$ cat config.mk
export PLATFORM = sky130hd
export DESIGN_NAME = cpu_control_unit
export DESIGN_NICKNAME = d
export VERILOG_FILES = /design/src/rtl/cpu_control_unit.sv
export SDC_FILE = /design/constraint.sdc
export NUM_CORES = 1
export LEC_CHECK = 0
export CORE_ASPECT_RATIO = 0.8
export CORE_MARGIN = 1
export CORE_UTILIZATION = 35
export CTS_BUF_LIST = sky130_fd_sc_hd__clkbuf_2 sky130_fd_sc_hd__clkbuf_4 sky130_fd_sc_hd__clkbuf_8
export CTS_CLUSTER_SIZE = 8
export DETAILED_ROUTE_END_ITERATION = 6
export GPL_ROUTABILITY_DRIVEN = 1
export PLACE_DENSITY_LB_ADDON = 0.08
export SETUP_SLACK_MARGIN = 0.4
export SKIP_CTS_REPAIR_TIMING = 1
export SLEW_MARGIN = 10
export SYNTH_ARGS = -nofsm -noshare
export SYNTH_HDL_FRONTEND = slang
export SYNTH_SLANG_ARGS = --single-unit
export TNS_END_PERCENT = 5
$ cat constraint.sdc
create_clock -name clk -period 1.73 [get_ports clk]
set_input_delay 0.346 -clock clk [delete_from_list [all_inputs] [get_ports clk]]
set_output_delay 0.346 -clock clk [all_outputs]
set_load 0.1 [all_outputs]
$ cat src/rtl/cpu_control_unit.sv
// ---------------------------------------------------------------------------
// cpu_control_unit
//
// Hardwired sequencer for the 8-bit datapath (RF R1-R4, ARF PC/AR/SP,
// 16-bit IR, ALU, byte memory). Each 16-bit instruction is fetched as two
// byte reads (T0 high byte, T1 low byte), decoded in DEC and executed in one
// or two cycles (EX1/EX2). All datapath controls are Moore decodes of the
// registered state plus the IR contents and the latched Z flag.
//
// Ports:
//   clk, rst          rising-edge clock, synchronous active-high reset
//   ir[15:0]          IR contents (opcode, DST, S1, S2, IMM fields)
//   alu_flags[3:0]    {O,N,C,Z}; only Z is used (latched by ALU ops)
//   rf_*              register file selects, function, active-low enables
//   arf_*             address register file selects, function, enables
//   ir_en/ir_lh/ir_funsel  IR load enable, half select, function
//   alu_funsel        ALU operation
//   mux_a/b/c_sel     RF input, ARF input and ALU A-input multiplexers
//   mem_cs/mem_wr     memory chip select (active-low) and write strobe
//   halted            high while in HALT
//   state[2:0]        current sequencer state (debug)
//
// Optional build macro: CTRL_SINGLE_STEP_EN
//   Adds step_en/step inputs. With step_en=1 every entry to T0 passes
//   through a WAIT state that holds idle controls until step=1.
// ---------------------------------------------------------------------------
module cpu_control_unit #(
  parameter int OPW = 4
) (
  input  logic        clk,
  input  logic        rst,
  input  logic [15:0] ir,
  input  logic [3:0]  alu_flags,
`ifdef CTRL_SINGLE_STEP_EN
  input  logic        step_en,
  input  logic        step,
`endif
  output logic [1:0]  rf_outa_sel,
  output logic [1:0]  rf_outb_sel,
  output logic [1:0]  rf_funsel,
  output logic [3:0]  rf_regsel,
  output logic [1:0]  arf_outc_sel,
  output logic [1:0]  arf_outd_sel,
  output logic [1:0]  arf_funsel,
  output logic [2:0]  arf_regsel,
  output logic        ir_en,
  output logic        ir_lh,
  output logic [1:0]  ir_funsel,
  output logic [3:0]  alu_funsel,
  output logic [1:0]  mux_a_sel,
  output logic [1:0]  mux_b_sel,
  output logic        mux_c_sel,
  output logic        mem_cs,
  output logic        mem_wr,
  output logic        halted,
  output logic [2:0]  state
);

  typedef enum logic [2:0] {
    S_INIT = 3'd0,
    S_T0   = 3'd1,
    S_T1   = 3'd2,
    S_DEC  = 3'd3,
    S_EX1  = 3'd4,
    S_EX2  = 3'd5,
    S_HALT = 3'd6,
    S_WAIT = 3'd7
  } state_t;

  localparam logic [OPW-1:0] OP_AND = OPW'(4'h0);
  localparam logic [OPW-1:0] OP_OR  = OPW'(4'h1);
  localparam logic [OPW-1:0] OP_NOT = OPW'(4'h2);
  localparam logic [OPW-1:0] OP_ADD = OPW'(4'h3);
  localparam logic [OPW-1:0] OP_SUB = OPW'(4'h4);
  localparam logic [OPW-1:0] OP_LSL = OPW'(4'h5);
  localparam logic [OPW-1:0] OP_LSR = OPW'(4'h6);
  localparam logic [OPW-1:0] OP_INC = OPW'(4'h7);
  localparam logic [OPW-1:0] OP_DEC = OPW'(4'h8);
  localparam logic [OPW-1:0] OP_LDI = OPW'(4'h9);
  localparam logic [OPW-1:0] OP_LD  = OPW'(4'hA);
  localparam logic [OPW-1:0] OP_ST  = OPW'(4'hB);
  localparam logic [OPW-1:0] OP_BRA = OPW'(4'hC);
  localparam logic [OPW-1:0] OP_BNE = OPW'(4'hD);
  localparam logic [OPW-1:0] OP_NOP = OPW'(4'hE);
  localparam logic [OPW-1:0] OP_HLT = OPW'(4'hF);

  state_t         r_state;
  state_t         w_nextState;
  state_t         w_afterInstr;
  logic           r_zFlag;

  logic [OPW-1:0] w_opcode;
  logic [1:0]     w_dst;
  logic [1:0]     w_s1;
  logic [1:0]     w_s2;
  logic [3:0]     w_dstEnN;
  logic           w_isAluOp;
  logic           w_isTwoCycle;
  logic [3:0]     w_aluOp;
  logic           w_unused;

  assign w_opcode = ir[15 -: OPW];
  assign w_dst    = ir[11:10];
  assign w_s1     = ir[9:8];
  assign w_s2     = ir[7:6];

  // Active-low one-hot enable for the destination register (bit0 = R1).
  assign w_dstEnN = ~(4'b0001 << w_dst);

  assign w_isAluOp    = (w_opcode <= OP_LSR);
  assign w_isTwoCycle = (w_opcode == OP_INC) || (w_opcode == OP_DEC) ||
                        (w_opcode == OP_LD)  || (w_opcode == OP_ST);

  // The immediate byte reaches the datapath through the IR mux, and only
  // the Z flag is consumed here.
  assign w_unused = ^{alu_flags[3:1], ir[5:0]};

  // Where the sequencer goes once an instruction is finished.
`ifdef CTRL_SINGLE_STEP_EN
  assign w_afterInstr = step_en ? S_WAIT : S_T0;
`else
  assign w_afterInstr = S_T0;
`endif

  // Opcode to ALU function code for the two-operand/one-operand ALU group.
  always_comb begin
    w_aluOp = 4'h0;
    case (w_opcode)
      OP_AND:  w_aluOp = 4'h7;
      OP_OR:   w_aluOp = 4'h8;
      OP_NOT:  w_aluOp = 4'h2;
      OP_ADD:  w_aluOp = 4'h4;
      OP_SUB:  w_aluOp = 4'h6;
      OP_LSL:  w_aluOp = 4'hA;
      OP_LSR:  w_aluOp = 4'hB;
      default: w_aluOp = 4'h0;
    endcase
  end

  // State register.
  always_ff @(posedge clk) begin
    if (rst) begin
      r_state <= S_INIT;
    end else begin
      r_state <= w_nextState;
    end
  end

  // Z latch: cleared with the registers, refreshed only by ALU-group ops so
  // INC/DEC and the memory ops leave the branch condition untouched.
  always_ff @(posedge clk) begin
    if (rst || (r_state == S_INIT)) begin
      r_zFlag <= 1'b0;
    end else if ((r_state == S_EX1) && w_isAluOp) begin
      r_zFlag <= alu_flags[0];
    end
  end

  // Next-state logic.
  always_comb begin
    w_nextState = r_state;
    case (r_state)
      S_INIT: w_nextState = w_afterInstr;
      S_T0:   w_nextState = S_T1;
      S_T1:   w_nextState = S_DEC;
      S_DEC: begin
        if (w_opcode == OP_HLT) begin
          w_nextState = S_HALT;
        end else if (w_opcode == OP_NOP) begin
          w_nextState = w_afterInstr;
        end else begin
          w_nextState = S_EX1;
        end
      end
      S_EX1:  w_nextState = w_isTwoCycle ? S_EX2 : w_afterInstr;
      S_EX2:  w_nextState = w_afterInstr;
      S_HALT: w_nextState = S_HALT;
`ifdef CTRL_SINGLE_STEP_EN
      S_WAIT: w_nextState = step ? S_T0 : S_WAIT;
`endif
      default: w_nextState = S_INIT;
    endcase
  end

  // Output decode. While rst is high every enable is held idle so that the
  // write strobe of an interrupted instruction (e.g. ST in EX2) never lands
  // on the reset edge.
  always_comb begin
    rf_outa_sel  = 2'd0;
    rf_outb_sel  = 2'd0;
    rf_funsel    = 2'd0;
    rf_regsel    = 4'b1111;
    arf_outc_sel = 2'd0;
    arf_outd_sel = 2'd0;
    arf_funsel   = 2'd0;
    arf_regsel   = 3'b111;
    ir_en        = 1'b0;
    ir_lh        = 1'b0;
    ir_funsel    = 2'd0;
    alu_funsel   = 4'h0;
    mux_a_sel    = 2'd0;
    mux_b_sel    = 2'd0;
    mux_c_sel    = 1'b0;
    mem_cs       = 1'b1;
    mem_wr       = 1'b0;
    halted       = 1'b0;
    if (!rst) begin
      case (r_state)
        S_INIT: begin
          rf_funsel  = 2'd3;
          rf_regsel  = 4'b0000;
          arf_funsel = 2'd3;
          arf_regsel = 3'b000;
        end
        S_T0, S_T1: begin
          arf_outd_sel = 2'd0;
          mem_cs       = 1'b0;
          ir_en        = 1'b1;
          ir_lh        = (r_state == S_T1);
          ir_funsel    = 2'd2;
          arf_funsel   = 2'd1;
          arf_regsel   = 3'b110;
        end
        S_EX1: begin
          case (w_opcode)
            OP_AND, OP_OR, OP_NOT, OP_ADD, OP_SUB, OP_LSL, OP_LSR: begin
              rf_outa_sel = w_s1;
              rf_outb_sel = w_s2;
              alu_funsel  = w_aluOp;
              mux_c_sel   = 1'b0;
              mux_a_sel   = 2'd0;
              rf_funsel   = 2'd2;
              rf_regsel   = w_dstEnN;
            end
            OP_INC, OP_DEC: begin
              rf_outa_sel = w_s1;
              alu_funsel  = 4'h0;
              mux_a_sel   = 2'd0;
              rf_funsel   = 2'd2;
              rf_regsel   = w_dstEnN;
            end
            OP_LDI: begin
              mux_a_sel = 2'd2;
              rf_funsel = 2'd2;
              rf_regsel = w_dstEnN;
            end
            OP_LD, OP_ST: begin
              mux_b_sel  = 2'd2;
              arf_funsel = 2'd2;
              arf_regsel = 3'b101;
            end
            OP_BRA: begin
              mux_b_sel  = 2'd2;
              arf_funsel = 2'd2;
              arf_regsel = 3'b110;
            end
            OP_BNE: begin
              if (!r_zFlag) begin
                mux_b_sel  = 2'd2;
                arf_funsel = 2'd2;
                arf_regsel = 3'b110;
              end
            end
            default: ;
          endcase
        end
        S_EX2: begin
          case (w_opcode)
            OP_INC: begin
              rf_funsel = 2'd1;
              rf_regsel = w_dstEnN;
            end
            OP_DEC: begin
              rf_funsel = 2'd0;
              rf_regsel = w_dstEnN;
            end
            OP_LD: begin
              arf_outd_sel = 2'd2;
              mem_cs       = 1'b0;
              mux_a_sel    = 2'd1;
              rf_funsel    = 2'd2;
              rf_regsel    = w_dstEnN;
            end
            OP_ST: begin
              arf_outd_sel = 2'd2;
              rf_outa_sel  = w_dst;
              alu_funsel   = 4'h0;
              mem_cs       = 1'b0;
              mem_wr       = 1'b1;
            end
            default: ;
          endcase
        end
        S_HALT: halted = 1'b1;
        default: ;
      endcase
    end
  end

  assign state = r_state;

endmodule

==> out/metrics.csv, run 1 <==
stage,metric,value,unit
yosys,Synth Area in XOR/XNOR,1.12,%
outcome,status,did not finish,
die,Ports,60,
yosys,main combinational cell family by area after synthesis,simple AND/OR/NAND/NOR gates,
yosys,top post-synthesis cells by area,"buf_4, dfxtp_1, nor3_2",
outcome,Halt Reason,"[ERROR DPL-0038] Utilization greater than 100%, impossible to legalize",
yosys,Yosys top cell by area,buf_4,
yosys,Adder-Cell Fraction of Synth Area,0,%
yosys,post-synthesis cell type count,42,
global_route,pin count of the biggest net entering global routing,14,
outcome,Fail Step,global routing,
yosys,area share of the largest cell type after synthesis,11.5,%
die,Starting Density,39.2,%
yosys,post-synthesis mux area share,1.28,%
yosys,part of the Yosys area used for sequential elements,10.2,%
clocking,CTS buffer count,3,
placed_design,Final Wtd Congestion,0.912,
yosys,Post-Syn Area,783,um^2
yosys,Synth Area in Compound Gates,26.5,%
yosys,Yosys reg bits,4,
die,Die X,54.9,um
clocking,Clock Path Buffers,2,
placed_design,dpl hpwl,3.26,mm
die,Die H,44.3,um
die,FP Rows,14,
yosys,simple logic cell fraction of the synthesized area,42.2,%
yosys,Synth Instances,110,
clocking,htree depth,1,
yosys,syn avg cell area,7.12,um^2
clocking,root buffer cell,clkbuf_4,
placed_design,Port Buf Inserts,44,
yosys,Yosys warning total,0,
clocking,# clock sinks,4,
[cell usage after synthesis, drive strengths merged]
| master | number |
|---|---|
| buf | 17 |
| a31oi | 4 |
| clkbuf | 1 |
| xnor2 | 1 |
| nand3b | 2 |
| a32oi | 2 |
| nor4 | 1 |
| a21o | 2 |
| nor3b | 1 |
| nor3 | 10 |
| a2111o | 1 |
| nand3 | 2 |
| nand2b | 4 |
| o31a | 1 |
| nor4b | 2 |
| nor2b | 3 |
| dfxtp | 4 |
| nand4b | 1 |
| nand2 | 7 |
| o21a | 3 |
| nor2 | 9 |
| a41oi | 4 |
| inv | 5 |
| and2 | 2 |
| or2 | 3 |
| a211oi | 4 |
| or3 | 1 |
| o21ai | 1 |
| a221oi | 1 |
| a21oi | 4 |
| and3 | 4 |
| o41ai | 1 |
| conb | 1 |
| mux2i | 1 |
[stage by stage]
stage          setup WS [ns]  cell area, um^2  TNS [ns]  cells  hold WS (ns)
3_5_place_dp          -0.651             1890    -15.75    197         0.583
3_3_place_gp          -0.531             1890    -12.77    197         0.544
4_1_cts               -0.674             1910    -15.66    200         0.616
2_1_floorplan         -0.788             1000    -17.81    115         0.517
[kinds of logic after synthesis]
logic type | Yosys count
buffers and inverters | 23
AO/OA/AOI/OAI | 28
other | 1
flip-flops | 4
AND/OR/NAND/NOR | 52
XOR/XNOR | 1
multiplexers | 1
==> inputs of run 2 (changes only) <==
CORE_ASPECT_RATIO = default   (was 0.8)
CORE_UTILIZATION = 20   (was 35)
CTS_BUF_LIST = default   (was sky130_fd_sc_hd__clkbuf_2 sky130_fd_sc_hd__clkbuf_4 sky130_fd_sc_hd__clkbuf_8)
CTS_CLUSTER_SIZE = default   (was 8)
PLACE_DENSITY_LB_ADDON = 0.15   (was 0.08)
SETUP_SLACK_MARGIN = default   (was 0.4)
==> run 2 against run 1 <==
The flow now finishes, with violations (negative setup slack). Synthesized area unchanged. Synthesized cell count unchanged.
==> out/metrics.csv, run 2 <==
stage,metric,value,unit,change
outcome,status,finished with violations,,
outcome,failing checks,negative setup slack,,
clocking,CTS tree,done,,
finish,max FFs per register,3,,
sta,setup TNS,-3.19,ns,
die,total core area,3720,um^2,
die,Starting Density,21.1,%,-18 points
clocking,CTS buffer count,3,,unchanged
global_route,first-pass GRT wire length,5.04,mm,
global_route,Global Route Usage Sum,15.0,%,
yosys,top post-synthesis cells by area,"buf_4, dfxtp_1, nor3_2",,
routing,DR iter-0 viols,30,,
global_route,initial antenna violation count,0,,
global_route,GRT overflow,0,,
die,Die H,64.6,um,+46%
worst_setup_path,"slowest stage delay, CP",0.35,ns,
clocking,# clock sinks,4,,unchanged
sta,"Worst Setup Slack, final",-0.216,ns,
sta,f_max,514,MHz,
placed_design,Final Wtd Congestion,0.862,,-5.5%
finish,"commonest non-fill, non-tap cell in the layout",buf_4,,
worst_setup_path,CP Data Required Time,1.38,ns,
worst_setup_path,Worst R2R Setup Slack,0.49,ns,
yosys,area share of the largest cell type after synthesis,11.5,%,unchanged
worst_setup_path,worst-path cell chain,"nand2b_4, buf_4, nor3_4, a32oi_1, nor3_4, buf_12",,
global_route,vias in the first global route,1115,,
routing,Post-DRT Antenna Nets,0,,
routing,Via density,4.60,,
yosys,Yosys warning total,0,,unchanged
finish,fraction of layout cells with a size suffix above 1,60.8,%,
sta,Worst Skew,0.00387,ns,
finish,most frequent cells in the layout,"buf_4, buf_12, nor3_4",,
yosys,Yosys top cell by area,buf_4,,
yosys,Synth async-reset ratio,0,%,unchanged
clocking,Clock Path Buffers,2,,unchanged
die,Total Die Area,4170,um^2,
power_and_ir_drop,Peak VDD IR,0.319,mV,
yosys,Yosys reg bits,4,,unchanged
sta,fin. max-slew vios,0,,
routing,# DRC,0,,
sta,Final setup viols,23,,
clocking,clock insertion delay at the later pin of the skew report,0.22,ns,
yosys,most frequent cell after synthesis,buf_4,,
placed_design,# placed instances,225,,+14%
yosys,syn avg cell area,7.12,um^2,unchanged
flow_run,Max Cap Violations,0,,
worst_setup_path,Crit. End Element,output port,,
die,Ports,60,,unchanged
clocking,clock-pin slew on the worst setup and hold paths,0.03,ns,
routing,DRT Wirelength,2.98,mm,
die,FP Rows,22,,+8
yosys,commonest cells in the netlist,"buf_4, nand2_1, nor2_1",,
placed_design,Port Buf Inserts,44,,unchanged
yosys,Post-synth EDFFs,0,,unchanged
yosys,Synth Instances,110,,unchanged
global_route,pin count of the biggest net entering global routing,12,,
worst_setup_path,Critical Path AT,1.60,ns,
worst_setup_path,CP dominant cell by count,nor3_4,,
finish,Finished Layout Cells,229,,
sta,RSZ-0062 raised after global routing,true,,
yosys,post-synthesis cell type count,42,,unchanged
sta,fin crit period,1.95,ns,
die,Die X,64.6,um,+18%
routing,wire per inst,13.0,um,
power_and_ir_drop,Pwr Density,586,nW/um^2,
clocking,htree depth,1,,unchanged
finish,Layout Area Growth over Synthesis,159,%,
power_and_ir_drop,LEAKAGE,0.000868,uW,
placed_design,dpl hpwl,2.51,mm,-23%
worst_hold_path,Hold Crit Class,reg2reg,,
routing,detailed-route via count,1054,,
yosys,Post-Syn Area,783,um^2,unchanged
finish,antenna cells,0,,
worst_setup_path,Worst path slowest cell,dfxtp_4,,
yosys,Main synth FF type,dfxtp_1,,
clocking,root buffer cell,clkbuf_8,,
finish,Final #Nets,205,,
worst_setup_path,crit path launch type,register,,
finish,Fillers,337,,
sta,final hold viol count,0,,
placed_design,dpl ws,-0.591,ns,+0.0601 ns
power_and_ir_drop,total power,1190,uW,
yosys,part of the Yosys area used for sequential elements,10.2,%,unchanged
worst_setup_path,Worst Path Max Fanout,6,,
worst_setup_path,crit path kind,reg2out,,
routing,Initial DRT Pass Iterations,4,,
sta,final period utilization,112,%,
-- run 2: cell counts after synthesis --
No cell type changed its count.
-- run 2: power by group --
part | internal, uW | switching [uW] | leakage, uW | total (uW)
clock network | 148 | 48.7 | 0.0000216 | 197
logic | 317 | 562 | 0.000812 | 879
registers | 99.1 | 13.1 | 0.0000344 | 112
total | 564 | 624 | 0.000868 | 1190
-- run 2: stage by stage --
| stage | hold slack (ns) | area [um^2] | utilization [%] |
|---|---|---|---|
| 3_3_place_gp | 0.556 | 1950 | 52.5 |
| 3_5_place_dp | 0.569 | 1950 | 52.5 |
| 2_1_floorplan | 0.517 | 1000 | - |
| 5_1_grt | 0.617 | 2030 | 54.5 |
| 4_1_cts | 0.572 | 1990 | 53.6 |
| 6_report | 0.573 | 2030 | 54.5 |
-- run 2: layout make-up --
type | instances | area, um^2 | area share [%]
Clock buffer | 3 | 41.3 | 2.04
Multi-Input combinational cell | 88 | 782 | 38.6
Sequential cell | 4 | 88.8 | 4.38
Timing Repair Buffer | 81 | 1040 | 51.1
Tap cell | 48 | 60.1 | 2.96
Inverter | 5 | 18.8 | 0.926
-- run 2: cell families (layout without fill, tap and decap cells) --
kind of cell | after synthesis | after routing | synth area share, %
XOR/XNOR | 1 | 1 | 1.12
buffers and inverters | 23 | 89 | 18.2
AND/OR/NAND/NOR | 52 | 52 | 42.2
multiplexers | 1 | 1 | 1.28
AO/OA/AOI/OAI | 28 | 28 | 26.5
flip-flops | 4 | 4 | 10.2
other | 1 | 6 | 0.479
-- run 2: final timing paths --
| kind | start | end | depth (start not counted) |
|---|---|---|---|
| max | state[1] | rf_outa_sel[1] | 6 |
| min | r_zFlag | r_zFlag | 2 |
| max reg2reg | state[2] | r_zFlag | 5 |
| min reg2reg | r_zFlag | r_zFlag | 2 |
-- run 2: metal layers --
layer | global-route usage [%] | vias to the layer above | wire length (um)
li1 | - | 534 | -
met1 | 17.5 | 483 | 1290
met4 | 2.50 | 0 | 0
met5 | 0 | - | 0
met2 | 28.7 | 37 | 1530
met3 | 2.11 | 0 | 159
-- run 2: worst max-delay path: cells and delay by family (launching register included) --
family | cells | cell delay (ns)
and+or+nand+nor | 3 | 0.54
buffers and inverters | 2 | 0.38
AOI/OAI and AO/OA | 1 | 0.11
DFF | 1 | 0.35
No activity file was read; power rests on OpenSTA's default activity.
==> inputs of run 3 (changes only) <==
CTS_CLUSTER_DIAMETER = 60   (was default)
CTS_CLUSTER_SIZE = 16   (was default)
GPL_TIMING_DRIVEN = 0   (was default)
==> run 3 against run 2 <==
The run still ends with negative setup slack left. First-iteration DRC count decreased by 33%. Global-route usage shrank 1.4 points. Critical endpoint is now alu_funsel[2]. Sequential power fell by 5%. Flip-flop and latch count unchanged. Critical path type unchanged. Clock skew fell by 0.0039 ns.
==> out/metrics.csv, run 3 (synthesized netlist as in run 2, its figures left out) <==
stage,metric,value,unit,change
sta,Max-slew headroom,35.6,%,
sta,RSZ-0062 raised after global routing,true,,
clocking,root buffer cell,clkbuf_8,,
routing,Initial DRT Pass Iterations,4,,unchanged
finish,max FFs per register,3,,unchanged
worst_setup_path,Worst path slowest cell,dfxtp_4,,
finish,most frequent cells in the layout,"buf_12, buf_4, buf_6",,
routing,Post-DRT Antenna Nets,0,,unchanged
worst_setup_path,crit path launch type,register,,
worst_setup_path,CP Data Required Time,1.38,ns,about the same
worst_setup_path,WP buf/inv,2,,unchanged
routing,# DRC,0,,unchanged
worst_setup_path,Worst R2R Setup Slack,0.45,ns,-0.04 ns
finish,antenna cells,0,,unchanged
worst_hold_path,Hold Crit Class,reg2reg,,
clocking,CTS buffer count,3,,unchanged
die,Total Die Area,4170,um^2,unchanged
routing,Via density,4.72,,+2.5%
routing,DR iter-0 viols,20,,-33%
routing,detailed-route via count,1043,,-1.0%
worst_hold_path,Worst Hold Path Cells,2,,unchanged
sta,Final setup viols,29,,+26%
die,Starting Density,21.1,%,unchanged
finish,Fillers,344,,+2.1%
sta,Slew @ Worst Pin,0.965,ns,
global_route,Global Route Usage Sum,13.5,%,-1.4 points
power_and_ir_drop,Peak VDD IR,0.364,mV,+14%
finish,Final #Nets,196,,-4.4%
global_route,GRT overflow,0,,unchanged
die,Die H,64.6,um,unchanged
placed_design,dpl ws,-1.69,ns,-1.10 ns
routing,wire per inst,13.8,um,+6.5%
outcome,status,finished with violations,,
outcome,failing checks,negative setup slack,,
clocking,# clock sinks,4,,unchanged
global_route,first-pass GRT wire length,4.55,mm,-9.7%
placed_design,Final Wtd Congestion,0.823,,-4.4%
global_route,initial antenna violation count,0,,unchanged
worst_setup_path,worst setup path startpoint,state[0],,
power_and_ir_drop,Pwr Density,591,nW/um^2,+0.75%
die,Die X,64.6,um,unchanged
worst_setup_path,crit path kind,reg2out,,
global_route,vias in the first global route,920,,-17%
flow_run,Max Cap Violations,0,,unchanged
worst_hold_path,WHS Endpoint,r_zFlag,,
worst_setup_path,worst reg-to-reg path cell count,4,,-1
die,FP Rows,22,,unchanged
placed_design,dpl hpwl,2.16,mm,-14%
sta,final hold viol count,0,,unchanged
clocking,htree depth,1,,unchanged
die,Ports,60,,unchanged
clocking,CTS tree,done,,
worst_setup_path,critical path depth in cells,6,,unchanged
finish,Layout Area Growth over Synthesis,150,%,
die,total core area,3720,um^2,unchanged
worst_setup_path,"slowest stage delay, CP",0.35,ns,about the same
worst_setup_path,Worst Path Max Fanout,10,,+4
sta,fin. max-slew vios,0,,unchanged
sta,final period utilization,121,%,+8.2 points
placed_design,Port Buf Inserts,44,,unchanged
worst_setup_path,Top delay family on crit path,simple AND/OR/NAND/NOR gates,,
worst_setup_path,Crit. End Element,output port,,
clocking,clock insertion delay at the later pin of the skew report,0.22,ns,about the same
worst_setup_path,worst-path cell chain,"buf_12, nor2_4, nand3b_1, nor2_2, and3_1, buf_12",,
worst_hold_path,hold_sp,r_zFlag,,
sta,fin crit period,2.09,ns,+0.141 ns
sta,Worst Skew,0.0000201,ns,-0.00385 ns
worst_setup_path,Critical Path AT,1.74,ns,+0.14 ns
finish,"commonest non-fill, non-tap cell in the layout",buf_12,,
power_and_ir_drop,LEAKAGE,0.000867,uW,about the same
sta,f_max,479,MHz,-6.8%
clocking,Clock Path Buffers,2,,unchanged
routing,DRT Wirelength,3.06,mm,+2.8%
sta,Fin Hold WS,0.584,ns,+0.0105 ns
worst_setup_path,RR Endpoint,state[0],,
sta,"Worst Setup Slack, final",-0.358,ns,-0.141 ns
global_route,pin count of the biggest net entering global routing,11,,-1
worst_setup_path,worst r2r src,state[1],,
clocking,clock-pin slew on the worst setup and hold paths,0.03,ns,about the same
finish,fraction of layout cells with a size suffix above 1,61.3,%,+0.50 points
worst_setup_path,CP dominant cell by count,buf_12,,
[run 3: cell types whose count changed in the layout (fill, tap and decap cells not counted), sizes merged]
cell and change:
buf -13, dlymetal6s2s +6, clkbuf -1
[run 3: worst register-to-register path: stages (launching register included)]
cell and delay [ns]:
dfxtp_4 0.35, buf_12 0.12, buf_2 0.28, nand2_1 0.10, a221oi_1 0.31
[run 3: where the power goes]
group          total (uW)  leakage, uW  internal, uW  switching, uW
combinational         844     0.000810           275            568
clock                 209    0.0000228           158           51.7
sequential            106    0.0000347          97.9           8.29
total                1160     0.000867           531            628
[run 3: worst max-delay path by stage]
stage | endpoint | slack (ns)
final | alu_funsel[2] | -0.36
after global routing | rf_outa_sel[1] | -0.44
after CTS | rf_outa_sel[0] | -1.72
after detailed placement | rf_outa_sel[0] | -1.69
after global placement | rf_outa_sel[1] | -1.68
after floorplan | mem_cs | -0.79
[run 3: layout make-up]
cell class	instances	area [um^2]	area share, %
multi-input combinational	88	830	42.3
timing repair buffer	54	717	36.5
buffer	18	200	10.2
sequential	4	91.3	4.66
tap	48	60.1	3.06
clock buffer	4	45.0	2.30
inverter	5	18.8	0.957
[run 3: through the flow]
step / power (uW) / cell area, um^2 / setup TNS, ns / instances / util [%]
after floorplan: 697 / 1000 / -17.81 / 115 / -
after global placement: 839 / 1500 / -43.00 / 207 / 40.4
after detailed placement: 841 / 1500 / -43.25 / 207 / 40.4
after CTS: 1060 / 1550 / -43.71 / 211 / 41.6
after global routing: 1200 / 1960 / -7.71 / 221 / 52.8
final: 1160 / 1960 / -5.80 / 221 / 52.8
[run 3: per-layer routing]
| layer | up-vias | routed length, um | global-route usage [%] |
|---|---|---|---|
| met1 | 494 | 1290 | 19.1 |
| li1 | 513 | - | - |
| met5 | - | 0 | 0 |
| met3 | 0 | 161 | 1.94 |
| met2 | 36 | 1600 | 22.1 |
| met4 | 0 | 0 | 1.67 |
